--- config.mk ---
export PLATFORM = sky130hd
export DESIGN_NAME = serial_subtractor_flat
export DESIGN_NICKNAME = d
export VERILOG_FILES = /design/src/rtl/serial_subtractor_pkg.sv /design/src/rtl/serial_subtractor_if.sv /design/src/rtl/serial_subtractor_fsb.sv /design/src/rtl/serial_subtractor.sv /design/src/flat_wrapper.sv
export SDC_FILE = /design/constraint.sdc
export NUM_CORES = 1
export LEC_CHECK = 0
export BUFFER_PORTS_ARGS = -buffer_cell sky130_fd_sc_hd__buf_2
export CAP_MARGIN = 20
export CELL_PAD_IN_SITES_DETAIL_PLACEMENT = 0
export CELL_PAD_IN_SITES_GLOBAL_PLACEMENT = 1
export CORE_MARGIN = 5
export CORE_UTILIZATION = 39
export DETAILED_ROUTE_END_ITERATION = 8
export PLACE_DENSITY = 0.82
export REMOVE_ABC_BUFFERS = 1
export SLEW_MARGIN = 5
export SYNTH_ARGS = -nofsm -noshare
export SYNTH_HDL_FRONTEND = slang
export SYNTH_HIERARCHICAL = 1
export SYNTH_SLANG_ARGS = --single-unit
--- constraint.sdc ---
create_clock -name clk -period 1.5 [get_ports clk]
set_input_delay 0.3 -clock clk [delete_from_list [all_inputs] [get_ports clk]]
set_output_delay 0.3 -clock clk [all_outputs]
set_load 0.1 [all_outputs]
--- src/rtl/serial_subtractor_pkg.sv ---
// Shared types for the bit-serial subtractor.
// FSM encoding and default operand width.
package serial_sub_pkg;

  localparam int WIDTH_DEF = 8;

  typedef enum logic [1:0] {
    IDLE = 2'd0,
    RUN  = 2'd1,
    DONE = 2'd2
  } state_t;

endpackage

--- src/rtl/serial_subtractor_if.sv ---
// start/busy/done handshake and operand/result bus.
// overflow exists only when SERIAL_SUB_OVF_EN is defined.
interface serial_subtractor_if #(
  parameter int WIDTH = serial_sub_pkg::WIDTH_DEF
);

  logic             start;
  logic [WIDTH-1:0] a;
  logic [WIDTH-1:0] b;
  logic             busy;
  logic             done;
  logic [WIDTH-1:0] diff;
  logic             borrow_out;
`ifdef SERIAL_SUB_OVF_EN
  logic             overflow;
`endif

  modport master (
    output start, a, b,
    input  busy, done, diff, borrow_out
`ifdef SERIAL_SUB_OVF_EN
    , input overflow
`endif
  );

  modport slave (
    input  start, a, b,
    output busy, done, diff, borrow_out
`ifdef SERIAL_SUB_OVF_EN
    , output overflow
`endif
  );

endinterface

--- src/rtl/serial_subtractor_fsb.sv ---
// One-bit full subtractor: d = x - y - bin.
// Purely combinational; bout is the borrow into the next bit.
module full_subtractor_bit (
  input  logic x,
  input  logic y,
  input  logic bin,
  output logic d,
  output logic bout
);

  assign d    = x ^ y ^ bin;
  assign bout = (~x & y) | (~(x ^ y) & bin);

endmodule

--- src/rtl/serial_subtractor.sv ---
// Bit-serial subtractor, LSB first, one bit per clock.
// Optional signed overflow output: SERIAL_SUB_OVF_EN.
module serial_subtractor
  import serial_sub_pkg::*;
#(
  parameter int WIDTH = WIDTH_DEF
) (
  input logic                clk,
  input logic                rst,
  serial_subtractor_if.slave sif
);

  localparam int CW = $clog2(WIDTH);

  state_t           state_q, state_d;
  logic [WIDTH-1:0] sa_q, sa_d;
  logic [WIDTH-1:0] sb_q, sb_d;
  logic [WIDTH-1:0] diff_q, diff_d;
  logic             br_q, br_d;
  logic             bo_q, bo_d;
  logic [CW-1:0]    cnt_q, cnt_d;
  logic             fs_d, fs_b;
  logic             last;
`ifdef SERIAL_SUB_OVF_EN
  logic             am_q, am_d;
  logic             bm_q, bm_d;
  logic             ov_q, ov_d;
`endif

  full_subtractor_bit u_fs (
    .x   (sa_q[0]),
    .y   (sb_q[0]),
    .bin (br_q),
    .d   (fs_d),
    .bout(fs_b)
  );

  assign last = (cnt_q == CW'(WIDTH - 1));

  // Next state and datapath; sa doubles as the result shifter,
  // its vacated MSB receiving each difference bit.
  always_comb begin
    state_d = state_q;
    sa_d    = sa_q;
    sb_d    = sb_q;
    br_d    = br_q;
    cnt_d   = cnt_q;
    diff_d  = diff_q;
    bo_d    = bo_q;
`ifdef SERIAL_SUB_OVF_EN
    am_d    = am_q;
    bm_d    = bm_q;
    ov_d    = ov_q;
`endif
    case (state_q)
      IDLE: begin
        if (sif.start) begin
          sa_d    = sif.a;
          sb_d    = sif.b;
          br_d    = 1'b0;
          cnt_d   = '0;
`ifdef SERIAL_SUB_OVF_EN
          am_d    = sif.a[WIDTH-1];
          bm_d    = sif.b[WIDTH-1];
`endif
          state_d = RUN;
        end
      end
      RUN: begin
        sa_d  = {fs_d, sa_q[WIDTH-1:1]};
        sb_d  = {1'b0, sb_q[WIDTH-1:1]};
        br_d  = fs_b;
        cnt_d = cnt_q + CW'(1);
        if (last) begin
          diff_d  = {fs_d, sa_q[WIDTH-1:1]};
          bo_d    = fs_b;
`ifdef SERIAL_SUB_OVF_EN
          ov_d    = (am_q != bm_q) && (fs_d != am_q);
`endif
          state_d = DONE;
        end
      end
      DONE:    state_d = IDLE;
      default: state_d = IDLE;
    endcase
  end

  // State and datapath registers with synchronous reset.
  always_ff @(posedge clk) begin
    if (rst) begin
      state_q <= IDLE;
      sa_q    <= '0;
      sb_q    <= '0;
      br_q    <= 1'b0;
      cnt_q   <= '0;
      diff_q  <= '0;
      bo_q    <= 1'b0;
`ifdef SERIAL_SUB_OVF_EN
      am_q    <= 1'b0;
      bm_q    <= 1'b0;
      ov_q    <= 1'b0;
`endif
    end else begin
      state_q <= state_d;
      sa_q    <= sa_d;
      sb_q    <= sb_d;
      br_q    <= br_d;
      cnt_q   <= cnt_d;
      diff_q  <= diff_d;
      bo_q    <= bo_d;
`ifdef SERIAL_SUB_OVF_EN
      am_q    <= am_d;
      bm_q    <= bm_d;
      ov_q    <= ov_d;
`endif
    end
  end

  assign sif.busy       = (state_q != IDLE);
  assign sif.done       = (state_q == DONE);
  assign sif.diff       = diff_q;
  assign sif.borrow_out = bo_q;
`ifdef SERIAL_SUB_OVF_EN
  assign sif.overflow   = ov_q;
`endif

endmodule

--- src/flat_wrapper.sv ---
// flat-port wrapper written by rule: the top's interface ports become plain ports
module serial_subtractor_flat import serial_sub_pkg::*;
#(
  parameter int WIDTH = WIDTH_DEF
)
  (clk, rst, sif_start, sif_a, sif_b, sif_busy, sif_done, sif_diff, sif_borrow_out);
  serial_subtractor_if #(.WIDTH(WIDTH)) sif_i ();
  input logic clk;
  input logic rst;
  input wire logic [$bits(sif_i.start)-1:0] sif_start;
  input wire logic [$bits(sif_i.a)-1:0] sif_a;
  input wire logic [$bits(sif_i.b)-1:0] sif_b;
  output wire logic [$bits(sif_i.busy)-1:0] sif_busy;
  output wire logic [$bits(sif_i.done)-1:0] sif_done;
  output wire logic [$bits(sif_i.diff)-1:0] sif_diff;
  output wire logic [$bits(sif_i.borrow_out)-1:0] sif_borrow_out;
  assign sif_i.start = sif_start;
  assign sif_i.a = sif_a;
  assign sif_i.b = sif_b;
  assign sif_busy = sif_i.busy;
  assign sif_done = sif_i.done;
  assign sif_diff = sif_i.diff;
  assign sif_borrow_out = sif_i.borrow_out;
  serial_subtractor #(.WIDTH(WIDTH)) u_core (.clk(clk), .rst(rst), .sif(sif_i));
endmodule
# After elaboration in Yosys (flattened, before gate mapping)
# Cells that the tools add are included.
# totals
latch_bits	0
mem_bits_rw	0
output_inout_bits	11
word_cells	37
romBits	0
input_bits	19
reg_bits	31
memories	0
# op_classes
n_lt_le_gt_ge	0
multipliers	0
n_shift	0
addsub	1
reduce_logical	6
div_mod_pow	0
mux	11
n_bitwise	7
eq_ne	5
# ops
op	n
one-hot mux 8 bit (2 select lines)	2
2-to-1 mux 8 bit	2
one-hot mux 3 bit (2 select lines)	1
AND reduction 2 bit	3
2-to-1 mux 2 bit	2
one-hot mux 2 bit (2 select lines)	1
nonzero test 2 bit	2
adder 3 x 1 -> 3 bit (second input constant)	1
== test 3 bit (second input constant)	1
2-to-1 mux 3 bit	1
AND 1 bit	2
== test 2 x 1 -> 1 bit (second input constant)	1
== test 2 bit (second input constant)	1
zero test 2 bit	1
!= test 2 x 1 -> 1 bit (second input constant)	1
!= test 2 bit (second input constant)	1
NOT 1 bit	2
one-hot mux 1 bit (2 select lines)	1
bitwise XOR 1 bit	2
2-to-1 mux 1 bit	1
OR 1 bit	1

# Longest topological paths before layout
# Gate-level depths: netlist (run 1).
# depth
depth_word	5
depth_mapped	6
depth_no_buf	5

# Modules after synthesis
# The synthesis (run 1) kept the hierarchy.
# modules_own_cells
module	cells_per_inst	seq_area_each_um2	area_each_um2	n_inst
serial_subtractor	153	620.6	1350.0	1
full_subtractor_bit	4	0.0	31.3	1

# Least setup slack after synthesis (run 1)
# OpenSTA, ideal clock, no wires.
# synth_timing
path_kind	register to output
startpoint	register u_core.state_q[1]
endpoint	output sif_done
path_buffers	2
slack_ps	-936
arrival_ps	2136
stages_incl_launch_ff	4
t_required_ps	1200
cell_sequence	dfxtp_1 > buf_2 > clkbuf_1 > nor2b_1
# synth_via
elab_chain_len	1
# synth_lines
item	line_no	rtl
start, declared	serial_subtractor.sv:15	state_t state_q, state_d;
start signal, assigned	serial_subtractor.sv:104	state_q <= state_d;
== test 2 bit	serial_subtractor.sv:120	assign sif.done = (state_q == DONE);
end, declared	flat_wrapper.sv:14	output wire logic [$bits(sif_i.done)-1:0] sif_done;
# Every way passes these cells.

# Worst setup path after layout (run 1)
# layout_timing
startpoint	register u_core.state_q[0]
endpoint	output sif_done
# The elaborated chain is that of the path after synthesis.

==> flow_metrics.tcl, run 1 <==
set metrics [dict create \
    cp.required_ps 1200 \
    clkLatencyLatePin_ps 330 \
    fin_area_um2 1730 \
    initial_core_util_pct 40.8 \
    final_max_slew_viol_count 0 \
    utilization_pct 51.2 \
    setup_tns_ps 0 \
    crit_chain "buf_6 > nor2b_4 > buf_12" \
    dp_hpwl_mm 2.21 \
    routed_via_density 5.18 \
    grt_pass1_wl_mm 5.45 \
    dr.pass1.iters 6 \
    yosysTopAreaCell "dfxtp_1" \
    port_buffers 29 \
    ys_seq_area_share_pct 44.9 \
    netlist_instances 157 \
    synth_top_area_share_pct 44.9 \
    syn_area_per_cell_um2 8.80 \
    core_um2 3390 \
    syn_to_final_growth_pct 25.5 \
    overflow 0 \
    outcome "completed" \
    path_clk_slew_ps 90 \
    setup_violations 0 \
    track_usage_pct 13.9 \
    crit_arrival_ps 1150 \
    min-delay-path-class "in -> reg" \
    grt_max_degree 32 \
    hold_buffers 0 \
    layout_min_cycle_time_ps 1450 \
    grt_pass1_vias 1244 \
    ios 30 \
    routed_wl_mm 3.24 \
    fin_nets 214 \
    wl_per_cell_um 13.5 \
    max-vdd-ir-drop_v 0.000746 \
    hold_viol_final 0 \
    postRouteAntennaNets 0 \
    yosysWarningCount 6 \
    pre_cts_ws_ps 60.8 \
    fin_crit_sh_pct 96.6 \
    fin_skew_ps 9.07 \
    fin_ws_ps 50.9 \
    drt-initial-drc-count 132 \
    worstSetupEndpointType "output pin" \
    fp.dieW_um 69.5 \
    cap_violations 0 \
    clock.fmax_mhz 690 \
    r2r_slack_ps 90 \
    cts-root-buf "clkbuf_4" \
    vias 1238 \
    gp_congestion 0.783 \
    fp.dieH_um 69.5 \
    layout-drive-gt1-share_pct 29.5 \
    clock_sinks 31 \
    pwr_density_cell_nw_per_um2 993 \
    drcViolationCount 0 \
    antennaDiodeCount 0 \
    tightestPinTransition_ps 490 \
    critPathMaxFanout 5 \
    antenna_found_initial 0 \
    synth_cell_type_count 24 \
    synth_seq_cells 31 \
    cts_htree_levels 2 \
    clock_path_buffers 2 \
    synth_area_um2 1380 \
    critical_path.max_stage_delay_ps 380 \
    slew_headroom_pct 67.5 \
    placed_area_um2 1620 \
    start_kind "flip-flop" \
    synthTopCellsByArea "dfxtp_1 45%, a222oi_1 8.7%, nor2b_1 6.3%, nand2b_1 5.4%, nand2_1 5.2%" \
    p_leak_nw 0.712 \
    crit_type "reg -> out" \
    die_area_um2 4830 \
    cts_made_buffers 5 \
    std_cell_rows 21 \
    cts_tree "yes" \
    crit_slowest_cell "dfxtp_4" \
]
## path summary, 6_finish.rpt
kind | endpoint | cells past startpoint | from
worst max-delay path | sif_done | 3 | u_core/state_q[0]
worst min-delay path | u_core/sb_q[3] | 3 | sif_b[3]
worst max register to register | u_core/sa_q[7] | 4 | u_core/br_q
worst min register to register | u_core/sif.diff[4] | 2 | u_core/sif.diff[4]
## flip-flops by register name, indices dropped and copies added, names as in the netlist
| register | count |
|---|---|
| u_core/br_q | 1 |
| u_core/sif.borrow_out | 1 |
| u_core/state_q | 2 |
| u_core/sb_q | 8 |
| u_core/sif.diff | 8 |
| u_core/sa_q | 8 |
| u_core/cnt_q | 3 |
## area by class of cell
class | instances | area (um2)
inverters | 7 | 26.3
multi-input cells | 108 | 697
repair buffers | 39 | 254
fillers | 344 | 1660
well taps | 46 | 57.6
flip-flops and latches | 31 | 631
clock buffers | 8 | 68.8
## through the flow
stage          total power [mW]  cells  hold WS (ps)
5_1_grt                    1.81    239           301
2_1_floorplan              1.07    146           369
6_report                   1.72    239           301
4_1_cts                    1.72    237           293
3_3_place_gp               1.16    229           440
3_5_place_dp               1.17    229           446
## power breakdown
part           internal [mW]  switching, mW  total [mW]
logic                  0.124          0.129       0.253
clock network          0.276          0.280       0.556
registers              0.875         0.0383       0.913
## cell usage after synthesis
| cell | n |
|---|---|
| o21ba_2 | 1 |
| dfxtp_1 | 31 |
| nand3b_1 | 1 |
| nor2_1 | 19 |
| o21bai_1 | 1 |
| a222oi_1 | 12 |
| nand2b_1 | 12 |
| buf_6 | 1 |
| a32oi_1 | 1 |
| nand2_1 | 19 |
| nor3_1 | 1 |
| fa_1 | 1 |
| ha_1 | 2 |
| a22oi_1 | 3 |
| nor2_2 | 1 |
| nor2b_1 | 14 |
| a211oi_1 | 3 |
| buf_2 | 4 |
| a21oi_1 | 10 |
| clkbuf_1 | 6 |
| mux2i_1 | 5 |
| or3_4 | 1 |
| and3b_1 | 1 |
| inv_1 | 7 |
## timing repair
action                                  4_1_cts  5_1_grt
pin swaps                                     0        3
buffers inserted                              0        2
gates cloned                                  0        0
endpoints found under the setup margin        2        8
gates resized for setup                       7        6
## placed cells by master (no fill, tap or decap), types with 6 or more instances in the layout
master     n
a222oi_1  12
buf_2     27
a21oi_1   10
nand2b_1  12
nand2_1   19
nor2_1    18
buf_4      9
inv_1      6
nor2b_1   13
dfxtp_1   27
## critical path: cells and delay by family (launching register included)
kind | cells | cell delay [ps]
flip-flops | 1 | 380
buffers and inverters | 2 | 310
AND/OR/NAND/NOR | 1 | 130
## routing by layer
layer | vias up | GRT usage, % | share of wire [%]
met3 | 5 | 5.51 | 5.7
met4 | 0 | 5.42 | 1.1
met1 | 589 | 16.5 | 44
met2 | 27 | 22.4 | 49
li1 | 617 | - | -
met5 | - | 0 | 0
## kinds of logic (layout without fill, tap and decap cells)
group                    Yosys count  after routing  synth area share, %
adder cells (fa/ha/maj)            3              3                 3.26
buffers and inverters             18             54                 5.80
flip-flops                        31             31                 44.9
AND/OR/NAND/NOR                   69             69                 24.9
multiplexers                       5              5                 3.62
AO/OA/AOI/OAI                     31             31                 17.5
Power figures use the tool's default switching activity.
==> run 2: changes to the inputs <==
--- a/config.mk
+++ b/config.mk
@@ -5,15 +5,17 @@
 export SDC_FILE = /design/constraint.sdc
 export NUM_CORES = 1
 export LEC_CHECK = 0
+export ABC_AREA = 1
 export BUFFER_PORTS_ARGS = -buffer_cell sky130_fd_sc_hd__buf_2
 export CAP_MARGIN = 20
 export CELL_PAD_IN_SITES_DETAIL_PLACEMENT = 0
 export CELL_PAD_IN_SITES_GLOBAL_PLACEMENT = 1
 export CORE_MARGIN = 5
-export CORE_UTILIZATION = 39
+export CORE_UTILIZATION = 37
 export DETAILED_ROUTE_END_ITERATION = 8
 export PLACE_DENSITY = 0.82
 export REMOVE_ABC_BUFFERS = 1
+export SETUP_SLACK_MARGIN = 0.15
 export SLEW_MARGIN = 5
 export SYNTH_ARGS = -nofsm -noshare
 export SYNTH_HDL_FRONTEND = slang
==> run 2 against run 1 <==
Net effect:
- maximum frequency rose by 7.7%
- sequential share of layout area decreased by 1.3 points
- final cell count up 18%
- first-iteration DRC count fell by 23%
- sequential power decreased by 2.3%
- combinational power is 3% lower
- highest routed layer unchanged
- critical path type unchanged
- synthesized cell count is 27% higher
- critical endpoint unchanged
- worst setup slack gained 100 ps
- non-clock buffer count shrank 2
==> flow_metrics.tcl, run 2 <==
set metrics [dict create \
    outcome "completed" \
    worstSetupEndpointType "output pin" \
    synth-simple-area-share_pct 36.6 \
    cap_violations 0 \
    fp.dieH_um 71.7 \
    synthTopCellsByCount "54 x nand3_1, 46 x nand2_1, 31 x dfxtp_1" \
    grt_pass1_vias 1341 \
    path_clk_slew_ps 60 \
    dp_hpwl_mm 2.43 \
    synthXorXnorAreaFrac_pct 0 \
    final_max_slew_viol_count 0 \
    tightestPinTransition_ps 355 \
    fp.dieW_um 71.7 \
    initial_core_util_pct 38.2 \
    synth_area_um2 1410 \
    cts_tree "yes" \
    syn_to_final_growth_pct 26.9 \
    core_um2 3690 \
    ios 30 \
    gp_congestion 0.782 \
    synth_seq_cells 31 \
    synth_cell_type_count 21 \
    path_delay_family "flip-flops" \
    start_kind "flip-flop" \
    dr.pass1.iters 4 \
    clock.fmax_mhz 743 \
    critical_path.max_stage_delay_ps 360 \
    placed_area_um2 1640 \
    crit_chain "inv_2 > nor2_2 > buf_12" \
    power_mw 1.85 \
    antennaDiodeCount 0 \
    netlist_instances 199 \
    routed_wl_mm 3.33 \
    die_area_um2 5140 \
    setup_tns_ps 0 \
    synth_top_area_share_pct 44.0 \
    syn_area_per_cell_um2 7.08 \
    std_cell_rows 22 \
    drt-initial-drc-count 102 \
    grt_max_degree 18 \
    critPathBufInv 2 \
    yosysWarningCount 6 \
    track_usage_pct 14.7 \
    place_inst 273 \
    ys.flop_type "dfxtp_1" \
    fin_skew_ps 3.99 \
    fin_crit_sh_pct 89.7 \
    crit_slowest_cell "dfxtp_2" \
    mostFrequentLayoutCells "54 x nand3_1, 45 x nand2_1, 28 x dfxtp_1" \
    layout_min_cycle_time_ps 1350 \
    hold_viol_final 0 \
    fin_nets 255 \
    ys_seq_area_share_pct 44.0 \
    synth-adder-area-share_pct 3.20 \
    clkLatencyLatePin_ps 280 \
    setup_violations 0 \
    synth_most_common_cell "nand3_1" \
    p_leak_nw 0.915 \
    grt_pass1_wl_mm 5.95 \
    cts_htree_levels 2 \
    synthTopCellsByArea "dfxtp_1 44%, nand3_1 19%, nand2_1 12%, inv_1 6.4%, a21oi_1 3.2%" \
    vias 1339 \
    cts-root-buf "clkbuf_8" \
    hold_buffers 0 \
    port_buffers 29 \
    crit_type "reg -> out" \
    critPathMaxFanout 6 \
    rsz0062_at_grt "true" \
    synth_mux_area_share_pct 0 \
    synth_top_family_by_area "simple AND/OR/NAND/NOR gates" \
    antenna_found_initial 0 \
    cts_made_buffers 5 \
    routed_via_density 4.75 \
    crit_arrival_ps 1050 \
    slew_headroom_pct 76.3 \
    postRouteAntennaNets 0 \
    synthArstFlopShare_pct 0 \
    layout_commonest_cell "nand3_1" \
    clock_sinks 31 \
    pwr_density_cell_nw_per_um2 1030 \
    drcViolationCount 0 \
    synth_edf_count 0 \
    fin_area_um2 1790 \
    synth_compound_area_share_pct 4.62 \
    wl_per_cell_um 11.8 \
    yosysTopAreaCell "dfxtp_1" \
    min-delay-path-class "in -> reg" \
    max-vdd-ir-drop_v 0.000565 \
    cp.required_ps 1200 \
    fin_cells 282 \
    clock_path_buffers 2 \
    overflow 0 \
    layout-drive-gt1-share_pct 24.8 \
]
run 2: layer usage:
layer	global-route usage (%)	part of all wire, %	vias up
li1	-	-	706
met1	18.5	46	597
met2	23.8	47	30
met3	2.66	4.9	6
met4	7.52	2.2	0
met5	0	0	-
run 2: cell type report:
class,instances,area (um2)
Multi-Input combinational cell,130,636
Inverter,28,108
Fill cell,412,1900
Tap cell,48,60.1
Timing Repair Buffer,37,258
Sequential cell,31,627
Clock buffer,8,100
run 2: worst reg2reg max path: stages (launching register included):
cell and delay [ps]:
dfxtp_2 330, ha_1 190, ha_1 170, inv_1 110, nor2_4 60, nand2_1 70
inv_2 70, nand2_1 80, nand2_1 50
run 2: worst paths after layout:
check	startpoint	end	slack [ps]	depth (start not counted)
worst min-delay path	sif_b[7]	u_core/sb_q[7]	290	3
worst max register to register	u_core/cnt_q[0]	u_core/sif.diff[7]	270	8
worst min register to register	u_core/cnt_q[0]	u_core/cnt_q[0]	430	1
worst max-delay path	u_core/state_q[1]	sif_done	150	3
run 2: logic make-up after synthesis:
logic type,after synthesis
flops,31
buf+inv,38
simple gates,114
compound gates,13
fa+ha+maj,3
run 2: stage by stage:
| stage | util, % | hold WS [ps] | worst slack [ps] |
|---|---|---|---|
| 5_1_grt | 48.5 | 302 | 111 |
| 3_3_place_gp | 44.5 | 455 | 239 |
| 6_report | 48.5 | 292 | 154 |
| 4_1_cts | 47.7 | 290 | 144 |
| 2_1_floorplan | - | 369 | -472 |
| 3_5_place_dp | 44.5 | 459 | 233 |
run 2: timing repair:
action	CTS	global route
hold endpoints to repair	0	0
endpoints found under the setup margin	2	22
buffers inserted	1	0
gates resized for setup	4	14
pin swaps	1	1
run 2: where the power goes:
group	internal, mW	switching [mW]
Combinational	0.0990	0.146
Sequential	0.861	0.0305
Clock	0.418	0.293
Total	1.38	0.470
==> run 3: changes to the inputs <==
--- a/config.mk
+++ b/config.mk
@@ -11,13 +11,12 @@
 export CELL_PAD_IN_SITES_DETAIL_PLACEMENT = 0
 export CELL_PAD_IN_SITES_GLOBAL_PLACEMENT = 1
 export CORE_MARGIN = 5
-export CORE_UTILIZATION = 37
+export CORE_UTILIZATION = 38
 export DETAILED_ROUTE_END_ITERATION = 8
-export PLACE_DENSITY = 0.82
+export PLACE_DENSITY = 0.83
 export REMOVE_ABC_BUFFERS = 1
 export SETUP_SLACK_MARGIN = 0.15
 export SLEW_MARGIN = 5
 export SYNTH_ARGS = -nofsm -noshare
 export SYNTH_HDL_FRONTEND = slang
-export SYNTH_HIERARCHICAL = 1
 export SYNTH_SLANG_ARGS = --single-unit
==> run 3 against run 2 <==
Net effect:
- hold slack better by 3.2 ps
- via count is 2.8% higher
- clock-buffer cell count is 1 lower
- critical path depth grew 1
- total power fell by 2.0%
- design area increased by 6.4%
- final cell count up 10%
- critical path type unchanged
- critical endpoint is now sif_busy
- largest cell class unchanged
- largest power group unchanged
==> flow_metrics.tcl, run 3 <==
set metrics [dict create \
    crit_slowest_cell "dfxtp_4" \
    worstReg2RegEnd "u_core.sif.borrow_out" \
    path_clk_slew_ps 60 \
    yosysTopAreaCell "dfxtp_1" \
    clkLatencyLatePin_ps 280 \
    grt_pass1_wl_mm 5.25 \
    grt_pass1_vias 1234 \
    worstSetupEndpointType "output pin" \
    rsz0062_at_grt "true" \
    crit_arrival_ps 1070 \
    port_buffers 29 \
    synth_cell_type_count 22 \
    std_cell_rows 23 \
    ios 30 \
    utilization_pct 47.9 \
    crit_type "reg -> out" \
    min-delay-path-class "in -> reg" \
    layout_commonest_cell "nand2_1" \
    wl_per_cell_um 11.1 \
    clock_path_buffers 2 \
    slew_headroom_pct 61.0 \
    power_mw 1.81 \
    synth_seq_cells 31 \
    pwr_density_cell_nw_per_um2 952 \
    cts_htree_levels 2 \
    critPathMaxFanout 3 \
    antenna_found_initial 0 \
    r2r_cells 7 \
    syn_area_per_cell_um2 6.85 \
    ys.flop_type "dfxtp_1" \
    drcViolationCount 0 \
    fin_ws_ps 131 \
    vias 1377 \
    wl_met1_mm 1.66 \
    synth_edf_count 0 \
    overflow 0 \
    netlist_instances 224 \
    yosysWarningCount 0 \
    critPathLaunch "u_core.state_q[0]" \
    synthArstFlopShare_pct 0 \
    layout_min_cycle_time_ps 1370 \
    rr_startpoint "u_core.cnt_q[0]" \
    crit_chain "buf_6 > nor2_4 > inv_2 > buf_12" \
    routed_wl_mm 3.45 \
    nFillCells 420 \
    final_max_slew_viol_count 0 \
    synth_area_um2 1540 \
    fin_area_um2 1900 \
    dr.pass1.iters 4 \
    cts-root-buf "clkbuf_8" \
    pre_cts_ws_ps -18.4 \
    fp.dieW_um 73.6 \
    cp.required_ps 1200 \
    fin_skew_ps 5.68 \
    max-vdd-ir-drop_v 0.000541 \
    grt_max_degree 37 \
    cap_violations 0 \
    wl_met2_mm 1.56 \
    cts_tree "yes" \
    layout-drive-gt1-share_pct 25.3 \
    fin_cells 311 \
    synthTopCellsByArea "dfxtp_1 40%, nand2_1 16%, inv_1 9.0%, nor2_1 8.8%, a21oi_1 4.9%" \
    antennaDiodeCount 0 \
    gp_congestion 0.718 \
    placed_area_um2 1710 \
    p_leak_nw 0.991 \
    tightestPinTransition_ps 583 \
    setup_violations 0 \
    top_layer_used "met4" \
    critical_path.max_stage_delay_ps 360 \
    clock_sinks 31 \
    core_um2 3970 \
    clock.fmax_mhz 731 \
    fp.dieH_um 73.6 \
    routed_via_density 4.43 \
    synthTopCellsByCount "65 x nand2_1, 37 x inv_1, 36 x nor2_1" \
    r2r_slack_ps 210 \
    postRouteAntennaNets 0 \
    cts_made_buffers 5 \
    endpoint "sif_busy" \
    dp_hpwl_mm 2.03 \
    initial_core_util_pct 38.7 \
    synth_top_area_share_pct 40.4 \
    setup_tns_ps 0 \
    hold_viol_final 0 \
    syn_to_final_growth_pct 23.9 \
    track_usage_pct 12.7 \
    mostFrequentLayoutCells "65 x nand2_1, 35 x inv_1, 34 x nor2_1" \
    synth_most_common_cell "nand2_1" \
    wl_met3_um 172 \
    place_inst 297 \
    die_area_um2 5410 \
    outcome "completed" \
    hold_buffers 0 \
    ys_seq_area_share_pct 40.4 \
    drt-initial-drc-count 53 \
    hold_slack_ps 295 \
    fin_crit_sh_pct 91.2 \
    fin_nets 282 \
    start_kind "flip-flop" \
]
-- run 3: cell types whose count changed after synthesis, sizes merged --
cell / change
inv: +12
nand2: +24
o21ai: +6
a21oi: +10
nand3: -52
clkinv: -1
nor2: +26
nor3: +1
clkbuf: -1
-- run 3: worst min-delay path by stage --
stage,start,endpoint,slack [ps],cells after the start
2_1_floorplan,rst,u_core.br_q,360,1
3_3_place_gp,u_core.br_q,u_core.br_q,460,2
3_5_place_dp,u_core.sb_q[7],u_core.sb_q[7],460,2
4_1_cts,sif_b[7],u_core.sb_q[7],300,3
5_1_grt,sif_b[7],u_core.sb_q[7],300,3
6_report,sif_b[7],u_core.sb_q[7],290,3
-- run 3: timing repair --
action                     4_1_cts  5_1_grt
pin swaps                        1        3
resized for setup               10       14
hold endpoints to repair         0        0
setup endpoints to repair       23       39
cloned                           0        2
buffers inserted                 1        3
-- run 3: metal layers --
| layer | global-route usage, % | vias up |
|---|---|---|
| met5 | 0 | - |
| met4 | 5.23 | 0 |
| met3 | 5.06 | 6 |
| met2 | 19.1 | 26 |
| met1 | 16.0 | 610 |
| li1 | - | 735 |
-- run 3: layout make-up --
class / instances / area (um2) / area share (%)
inverter: 39 / 151 / 7.96
timing repair buffer: 36 / 254 / 13.4
tap: 50 / 62.6 / 3.29
multi-input combinational: 147 / 724 / 38.1
clock inverter: 1 / 5.00 / 0.263
clock buffer: 7 / 76.3 / 4.01
sequential: 31 / 628 / 33.0
-- run 3: critical path, delay by kind of cell (launching register included) --
family	cells	cell delay, ps
flip-flops	1	360
buffers and inverters	3	340
AND/OR/NAND/NOR	1	90
-- run 3: where the power goes --
part | switching, mW | internal (mW) | leakage [nW]
Combinational | 0.175 | 0.113 | 0.693
Clock | 0.308 | 0.325 | 0.0422
Sequential | 0.0222 | 0.867 | 0.256
Total | 0.505 | 1.31 | 0.991
-- run 3: cells by family (layout without fill, tap and decap cells) --
group | Yosys count | after routing | share of synthesized area [%]
AND/OR/NAND/NOR | 113 | 114 | 30.3
adder cells (fa/ha/maj) | 3 | 3 | 2.93
buffers and inverters | 48 | 83 | 15.2
flip-flops | 31 | 31 | 40.4
AO/OA/AOI/OAI | 29 | 30 | 11.2
